[src/rtl/light_package.sv]
// Shared types and defaults for the traffic light controller and its
// sensor-conditioning front end.
//   colors         : light colour driven by the controller, fed back per channel
//   sensor_state_t : per-channel detector state
//   *_DEF          : default debounce / stuck-detector parameters
package light_package;

  typedef enum logic [1:0] {
    red    = 2'd0,
    yellow = 2'd1,
    green  = 2'd2
  } colors;

  typedef enum logic [2:0] {
    IDLE    = 3'd0,
    RISE    = 3'd1,
    PRESENT = 3'd2,
    FALL    = 3'd3,
    STUCK   = 3'd4
  } sensor_state_t;

  localparam int unsigned DEB_ON_DEF    = 3;
  localparam int unsigned DEB_OFF_DEF   = 2;
  localparam int unsigned STUCK_MAX_DEF = 60;
  localparam int unsigned NUM_CH        = 5;

  // A vehicle is considered present from debounced arrival until debounced departure.
  function automatic logic is_present(input sensor_state_t st);
    return (st == PRESENT) || (st == FALL) || (st == STUCK);
  endfunction

endpackage

[src/rtl/sensor_channel.sv]
// One loop-detector channel: 2-flop synchroniser, debounce / stuck state
// machine and a call latch that remembers demand while the light is red.
//   clk, reset : clock, synchronous active-high reset
//   raw_i      : asynchronous loop-detector level
//   light_i    : current light for this channel
//   sensor_o   : conditioned demand (present or latched call)
//   fault_o    : detector declared stuck-on
module sensor_channel
  import light_package::*;
#(
  parameter int unsigned DEB_ON    = DEB_ON_DEF,
  parameter int unsigned DEB_OFF   = DEB_OFF_DEF,
  parameter int unsigned STUCK_MAX = STUCK_MAX_DEF
) (
  input  logic  clk,
  input  logic  reset,
  input  logic  raw_i,
  input  colors light_i,
  output logic  sensor_o,
  output logic  fault_o
);

  localparam int unsigned CW = $clog2(STUCK_MAX + 1);
  localparam logic [CW-1:0] ONE        = CW'(1);
  localparam logic [CW-1:0] DON_LAST   = CW'(DEB_ON - 1);
  localparam logic [CW-1:0] DOFF_LAST  = CW'(DEB_OFF - 1);
  localparam logic [CW-1:0] SCNT_LAST  = CW'(STUCK_MAX - 1);

  logic          sync1_q, sync2_q;
  sensor_state_t state_q, state_d;
  logic [CW-1:0] dcnt_q, dcnt_d;
  logic [CW-1:0] scnt_q, scnt_d;
  logic          call_q, call_d;
  logic          sensor_q, fault_q;

  // Next-state, counter and call-latch logic.
  always_comb begin
    state_d = state_q;
    dcnt_d  = dcnt_q;
    scnt_d  = scnt_q;
    call_d  = call_q;

    case (state_q)
      IDLE: begin
        dcnt_d = '0;
        scnt_d = '0;
        if (sync2_q) begin
          if (DEB_ON == 1) begin
            state_d = PRESENT;
          end else begin
            state_d = RISE;
            dcnt_d  = ONE;
          end
        end
      end
      RISE: begin
        if (!sync2_q) begin
          state_d = IDLE;
          dcnt_d  = '0;
        end else if (dcnt_q == DON_LAST) begin
          state_d = PRESENT;
          dcnt_d  = '0;
        end else begin
          dcnt_d = dcnt_q + ONE;
        end
      end
      PRESENT: begin
        if (!sync2_q) begin
          if (DEB_OFF == 1) begin
            state_d = IDLE;
            dcnt_d  = '0;
            scnt_d  = '0;
          end else begin
            state_d = FALL;
            dcnt_d  = ONE;
          end
        end else if (scnt_q >= SCNT_LAST) begin
          state_d = STUCK;
          dcnt_d  = '0;
        end else begin
          scnt_d = scnt_q + ONE;
        end
      end
      FALL: begin
        // A short dropout returns to PRESENT without losing stuck progress.
        if (sync2_q) begin
          state_d = PRESENT;
          dcnt_d  = '0;
        end else if (dcnt_q == DOFF_LAST) begin
          state_d = IDLE;
          dcnt_d  = '0;
          scnt_d  = '0;
        end else begin
          dcnt_d = dcnt_q + ONE;
          if (scnt_q < SCNT_LAST) scnt_d = scnt_q + ONE;
        end
      end
      STUCK: begin
        // Only a debounced release gets out of STUCK.
        if (sync2_q) begin
          dcnt_d = '0;
        end else if (dcnt_q == DOFF_LAST) begin
          state_d = IDLE;
          dcnt_d  = '0;
          scnt_d  = '0;
        end else begin
          dcnt_d = dcnt_q + ONE;
        end
      end
      default: begin
        state_d = IDLE;
        dcnt_d  = '0;
        scnt_d  = '0;
      end
    endcase

    // Green clears, yellow holds, red (or any unused code) latches demand.
    if (light_i == green) begin
      call_d = 1'b0;
    end else if (light_i == yellow) begin
      call_d = call_q;
    end else if (is_present(state_q)) begin
      call_d = 1'b1;
    end
  end

  // State and registered outputs; outputs track the next registered state.
  always_ff @(posedge clk) begin
    if (reset) begin
      sync1_q  <= 1'b0;
      sync2_q  <= 1'b0;
      state_q  <= IDLE;
      dcnt_q   <= '0;
      scnt_q   <= '0;
      call_q   <= 1'b0;
      sensor_q <= 1'b0;
      fault_q  <= 1'b0;
    end else begin
      sync1_q  <= raw_i;
      sync2_q  <= sync1_q;
      state_q  <= state_d;
      dcnt_q   <= dcnt_d;
      scnt_q   <= scnt_d;
      call_q   <= call_d;
      sensor_q <= is_present(state_d) || call_d;
      fault_q  <= (state_d == STUCK);
    end
  end

  assign sensor_o = sensor_q;
  assign fault_o  = fault_q;

endmodule

[src/rtl/traffic_sensor_conditioner.sv]
// Conditions the five raw loop-detector inputs into clean *_sensor demands
// for the 3-street traffic light controller; one independent channel each.
//   clk, reset      : clock, synchronous active-high reset
//   raw_*           : asynchronous loop-detector levels
//   *_light         : current light per channel, fed back from the controller
//   *_sensor        : conditioned demand per channel
//   fault[4:0]      : stuck flags {ns, w_left, e_left, w_str, e_str}
module traffic_sensor_conditioner
  import light_package::*;
#(
  parameter int unsigned DEB_ON    = DEB_ON_DEF,
  parameter int unsigned DEB_OFF   = DEB_OFF_DEF,
  parameter int unsigned STUCK_MAX = STUCK_MAX_DEF
) (
  input  logic              clk,
  input  logic              reset,
  input  logic              raw_e_str,
  input  logic              raw_w_str,
  input  logic              raw_e_left,
  input  logic              raw_w_left,
  input  logic              raw_ns,
  input  colors             e_str_light,
  input  colors             w_str_light,
  input  colors             e_left_light,
  input  colors             w_left_light,
  input  colors             ns_light,
  output logic              e_str_sensor,
  output logic              w_str_sensor,
  output logic              e_left_sensor,
  output logic              w_left_sensor,
  output logic              ns_sensor,
  output logic [NUM_CH-1:0] fault
);

  logic [NUM_CH-1:0] raw_v;
  logic [NUM_CH-1:0] sensor_v;
  colors             light_v [NUM_CH];

  assign raw_v      = {raw_ns, raw_w_left, raw_e_left, raw_w_str, raw_e_str};
  assign light_v[0] = e_str_light;
  assign light_v[1] = w_str_light;
  assign light_v[2] = e_left_light;
  assign light_v[3] = w_left_light;
  assign light_v[4] = ns_light;

  for (genvar i = 0; i < NUM_CH; i++) begin : g_ch
    sensor_channel #(
      .DEB_ON   (DEB_ON),
      .DEB_OFF  (DEB_OFF),
      .STUCK_MAX(STUCK_MAX)
    ) u_ch (
      .clk     (clk),
      .reset   (reset),
      .raw_i   (raw_v[i]),
      .light_i (light_v[i]),
      .sensor_o(sensor_v[i]),
      .fault_o (fault[i])
    );
  end

  assign e_str_sensor  = sensor_v[0];
  assign w_str_sensor  = sensor_v[1];
  assign e_left_sensor = sensor_v[2];
  assign w_left_sensor = sensor_v[3];
  assign ns_sensor     = sensor_v[4];

endmodule

[config.mk]
export PLATFORM = sky130hd
export DESIGN_NAME = traffic_sensor_conditioner
export DESIGN_NICKNAME = d
export VERILOG_FILES = /design/src/rtl/light_package.sv /design/src/rtl/sensor_channel.sv /design/src/rtl/traffic_sensor_conditioner.sv
export SDC_FILE = /design/constraint.sdc
export NUM_CORES = 1
export LEC_CHECK = 0
export CAP_MARGIN = 30
export CELL_PAD_IN_SITES_DETAIL_PLACEMENT = 0
export CELL_PAD_IN_SITES_GLOBAL_PLACEMENT = 1
export CORE_UTILIZATION = 50
export DETAILED_ROUTE_END_ITERATION = 8
export DONT_BUFFER_PORTS = 1
export GPL_TIMING_DRIVEN = 0
export PLACE_DENSITY_LB_ADDON = 0.1
export SLEW_MARGIN = 20
export SYNTH_ARGS = -nofsm -noshare
export SYNTH_HDL_FRONTEND = slang
export SYNTH_SLANG_ARGS = --single-unit
[constraint.sdc]
create_clock -name clk -period 5.5 [get_ports clk]
set_input_delay 1.1 -clock clk [delete_from_list [all_inputs] [get_ports clk]]
set_output_delay 1.1 -clock clk [all_outputs]
set_load 0.03 [all_outputs]
* Word-level counts from Yosys, hierarchy flattened *
Cells that the tools add are included.

cells by class
  add/sub/neg operators = 10
  order comparisons = 10
  bitwise logic cells = 5
  reduce and logical (&&, ||, !) cells = 40
  muxes and demuxes = 140
  equal/unequal tests = 90

operator list
  operator                                                                count
  6-bit 2-to-1 mux                                                        65
  6-bit case mux with 4 select lines                                      10
  3-bit 2-to-1 mux                                                        40
  3-bit case mux with 5 select lines                                      5
  6-bit by 1-bit adder with 6-bit output (second input constant)          10
  3-bit by 2-bit equality test with 1-bit output (second input constant)  20
  7-bit AND reduction                                                     5
  3-bit equality test (second input constant)                             10
  6-bit by 1-bit equality test with 1-bit output (second input constant)  5
  6-bit by 2-bit equality test with 1-bit output (second input constant)  5
  6-bit greater-or-equal comparator (second input constant)               5
  6-bit < comparator (second input constant)                              5
  2-bit != test (second input constant)                                   15
  1-bit logical OR                                                        25
  1-bit 2-to-1 mux                                                        20
  2-bit by 1-bit != test with 1-bit output (second input constant)        10
  3-bit by 1-bit equality test with 1-bit output (second input constant)  5
  3-bit zero test                                                         5
  3-bit by 1-bit != test with 1-bit output (second input constant)        5
  3-bit != test (second input constant)                                   5
  2-bit by 1-bit equality test with 1-bit output (second input constant)  5
  2-bit equality test (second input constant)                             5
  2-bit OR reduction                                                      5
  1-bit inverter                                                          5

word-level totals
  register bits after elaboration = 100
  output and inout bits = 10
  bits of input ports = 17
  logic and storage cells = 335

* Longest topological paths before layout *
  depth in word-level cells = 8
  mapped depth = 7
  gate-level depth less buffers = 7

* Cells and area by module *
A second synthesis with hierarchy kept.

second synthesis, totals
  cells, all modules = 675
  area, all modules = 5748.0 um^2

modules (own cells, without submodules)
  module                              sequential area each (um^2)  cells an instance  area each (um^2)  times used
  sensor_channel at g_ch[0].u_ch ...  400.4                        133                1139.8            2
  sensor_channel at g_ch[3].u_ch      400.4                        138                1186.1            1
  sensor_channel at g_ch[4].u_ch      400.4                        136                1176.1            1
  sensor_channel at g_ch[1].u_ch      400.4                        135                1106.1            1

* Worst setup path after synthesis *
No wires, ideal clock.

  kind = input to register
  start point = input reset
  end point = register g_ch[4].u_ch.scnt_q[4]
  cell stages on the path = 5
  data required time = 5443 ps
  path slack = 3306 ps
  data arrival time = 2137 ps
  path through = clkbuf_1 > nor3b_1 > inv_1 > nor4b_1 > a21o_1

RTL lines
  item                  line                              source
  start, declared       traffic_sensor_conditioner.sv:16  input logic reset,
  end signal, assigned  sensor_channel.sv:143             scnt_q <= scnt_d;
  end, declared         sensor_channel.sv:32              logic [CW-1:0] scnt_q, scnt_d;

* Worst setup path after layout *
  start point = input reset
  end point = register g_ch[4].u_ch.state_q[0]

RTL lines
  item                  line                   source
  end signal, assigned  sensor_channel.sv:141  state_q <= state_d;
  end, declared         sensor_channel.sv:30   sensor_state_t state_q, state_d;

No word-level cell between the ends.

==> flow_summary.toml <==
[worst_setup_path]
worst_setup_path_start_kind = "primary input"
cp_data_arrival_time_ns = 2.63
worst_setup_path_end_kind = "flop"
r2r_end = "g_ch[3].u_ch.scnt_q[1]"
critPathMaxFanout = 10
worst-setup-path-type = "primary input to flop"
r2r_cells = 7
cp.required_ns = 5.74
r2r-start = "g_ch[3].u_ch.scnt_q[0]"
rrSetupSlack_ns = 3.23

[floorplanning]
ios = 27
core_um2 = 10400
rows = 37
die_w_um = 106
dieHeight_um = 106
die_area_um2 = 11300
initial_core_util_pct = 52.2

[cts]
tritoncts = "built"
postCtsSetupBuffers = 0
clk_pin_slew_ns = 0.10
h-tree-depth = 3
clock_path_buffers = 2
ctsResizeCount = 0
cts_num_sinks = 100
cts_hold_buf = 0
cts_root_buf = "clkbuf_8"
clk_latency_ns = 0.38
cts_made_buffers = 9

[sta]
rsz0062_at_grt = "no"
fin_tns_setup_ns = 0
skew_ns = 0.00740
tightest_slew_ns = 0.913
slew_headroom_pct = 38.6
period_share_pct = 43.3
setup_viol = 0
max_freq_mhz = 419
hold_viol = 0
period_minus_slack_ns = 2.38
slew_viol_final = 0

[yosys]
synth_seq_cells = 100
syn_inst = 667
synth_area_leaders = "dfxtp_1, nor2_1, ha_1, a21oi_1, o21ai_0"
synth_edf_count = 0
synth_top_cell_by_area = "dfxtp_1"
ys.flop_type = "dfxtp_1"
synth_fp_nets = 704
synthArstFlopShare_pct = 0
ys_seq_area_share_pct = 36.8
synth_top_cell_area_share_pct = 36.8
synth_cell_type_count = 70
syn-cell-area_um2 = 5430
syn_avg_cell_area_um2 = 8.14
ys_warn_count = 0

[final_layout]
regArea_um2 = 2000
multi_input_comb_area_um2 = 3130
final_nets = 717
final_common_cell = "dfxtp_1"
post-route-util_pct = 55.8
nFillCells = 982
n_antenna_cell = 0
layout-drive-gt1-share_pct = 7.74
final_cell_mix = "dfxtp_1, nor2_1, nand2_1"
area_delta_synth_final_pct = 7.00

[drt]
wl_mm = 12.2
first_iter_violations = 252
dr.pass1.iters = 5
wl_per_cell_um = 14.8
via_count = 4834
postRouteAntennaNets = 0
drc = 0
vias_per_cell = 5.89

[grt]
gr-total-overflow = 0
grt_pass1_wl_mm = 20.9
track_usage_pct = 23.0
grt_pass1_vias = 4551
antenna_found_initial = 0
grt_max_degree = 17

[power]
p_per_area_nw_per_um2 = 220
power_leakage_nw = 2.20
max-vdd-ir-drop_uv = 236

[outcome]
status = "finished clean"

[worst_hold_path]
hold_start = "g_ch[2].u_ch.sync1_q"
hold-path-endpoint = "g_ch[2].u_ch.sync2_q"
min_path_type = "flop to flop"
whs_path_depth = 1

[run]
cap_violations = 0

[placed_design]
port_buffers = 0
place_hpwl_mm = 8.60
place_congestion = 0.856
[kinds of logic after synthesis]
group           synth area share [%]
mux                             1.47
compound gates                  22.4
simple gates                    27.8
xor+xnor                        1.29
fa+ha+maj                       4.61
buf+inv                         5.53
flops                           36.8
[layout make-up]
class,count,area share (%)
Multi-Input combinational cell,493,53.9
Sequential cell,100,34.4
Tap cell,136,2.93
Inverter,41,2.65
Buffer,33,2.52
Clock buffer,10,2.37
Clock inverter,6,1.08
Timing Repair Buffer,2,0.172
[worst max-delay path by stage]
| stage | cells after the start | from | slack [ns] | endpoint |
|---|---|---|---|---|
| after floorplan | 5 | reset | 3.31 | g_ch[4].u_ch.scnt_q[4] |
| after global placement | 4 | reset | 2.71 | g_ch[3].u_ch.state_q[0] |
| after detailed placement | 4 | reset | 2.67 | g_ch[4].u_ch.state_q[0] |
| after CTS | 4 | reset | 3.10 | g_ch[4].u_ch.state_q[0] |
| after global routing | 4 | reset | 3.00 | g_ch[4].u_ch.state_q[0] |
| final | 4 | reset | 3.12 | g_ch[4].u_ch.state_q[0] |
[critical path, cell delays in order]
cell	delay, ns
clkbuf_1	0.41
clkbuf_1	0.42
clkbuf_1	0.57
nor3_1	0.12
[metrics by stage]
stage	area, um^2	setup WS, ns	hold WS [ns]	power [mW]	std cells
2_1_floorplan	5430	3.31	0.414	0.792	667
3_3_place_gp	5600	2.71	0.420	0.808	803
3_5_place_dp	5610	2.67	0.424	0.809	804
4_1_cts	5810	3.10	0.447	1.30	820
5_1_grt	5810	3.00	0.467	1.33	821
6_report	5810	3.12	0.448	1.28	821
[layer usage]
| metal | up-vias | wire, um | global-route usage, % |
|---|---|---|---|
| met4 | 0 | 174 | 8.63 |
| met1 | 2301 | 5880 | 30.0 |
| met5 | - | 0 | 0 |
| met2 | 98 | 5560 | 37.1 |
| li1 | 2423 | - | - |
| met3 | 12 | 540 | 4.84 |
[flip-flops by register name, summed over array words and instances, names as in the netlist]
| signal | cells |
|---|---|
| g_ch.u_ch.dcnt_q | 30 |
| g_ch.u_ch.scnt_q | 30 |
| g_ch.u_ch.state_q | 15 |
| g_ch.u_ch.call_q | 5 |
| g_ch.u_ch.fault_o | 5 |
| g_ch.u_ch.sensor_o | 5 |
| g_ch.u_ch.sync1_q | 5 |
| g_ch.u_ch.sync2_q | 5 |
[power by group]
group / switching (mW) / leakage [nW] / total, mW / internal [mW]
sequential: 0.00496 / 0.808 / 0.735 / 0.730
clock: 0.266 / 0.106 / 0.489 / 0.223
combinational: 0.0396 / 1.28 / 0.0575 / 0.0179
[cells in the mapped netlist, types with 8 or more instances]
library cell and instances:
nand3b_1 8, nor2_1 69, nand2b_1 16, ha_1 20
a21oi_1 47, nor2b_1 28, nand2_1 49, o21ai_0 37
inv_1 41, clkbuf_1 25, dfxtp_1 100, a31oi_1 14
a22oi_1 8, nor3_1 22, or3_1 10, mux2i_1 8
nand3_1 31
No activity file was read; power rests on OpenSTA's default activity.
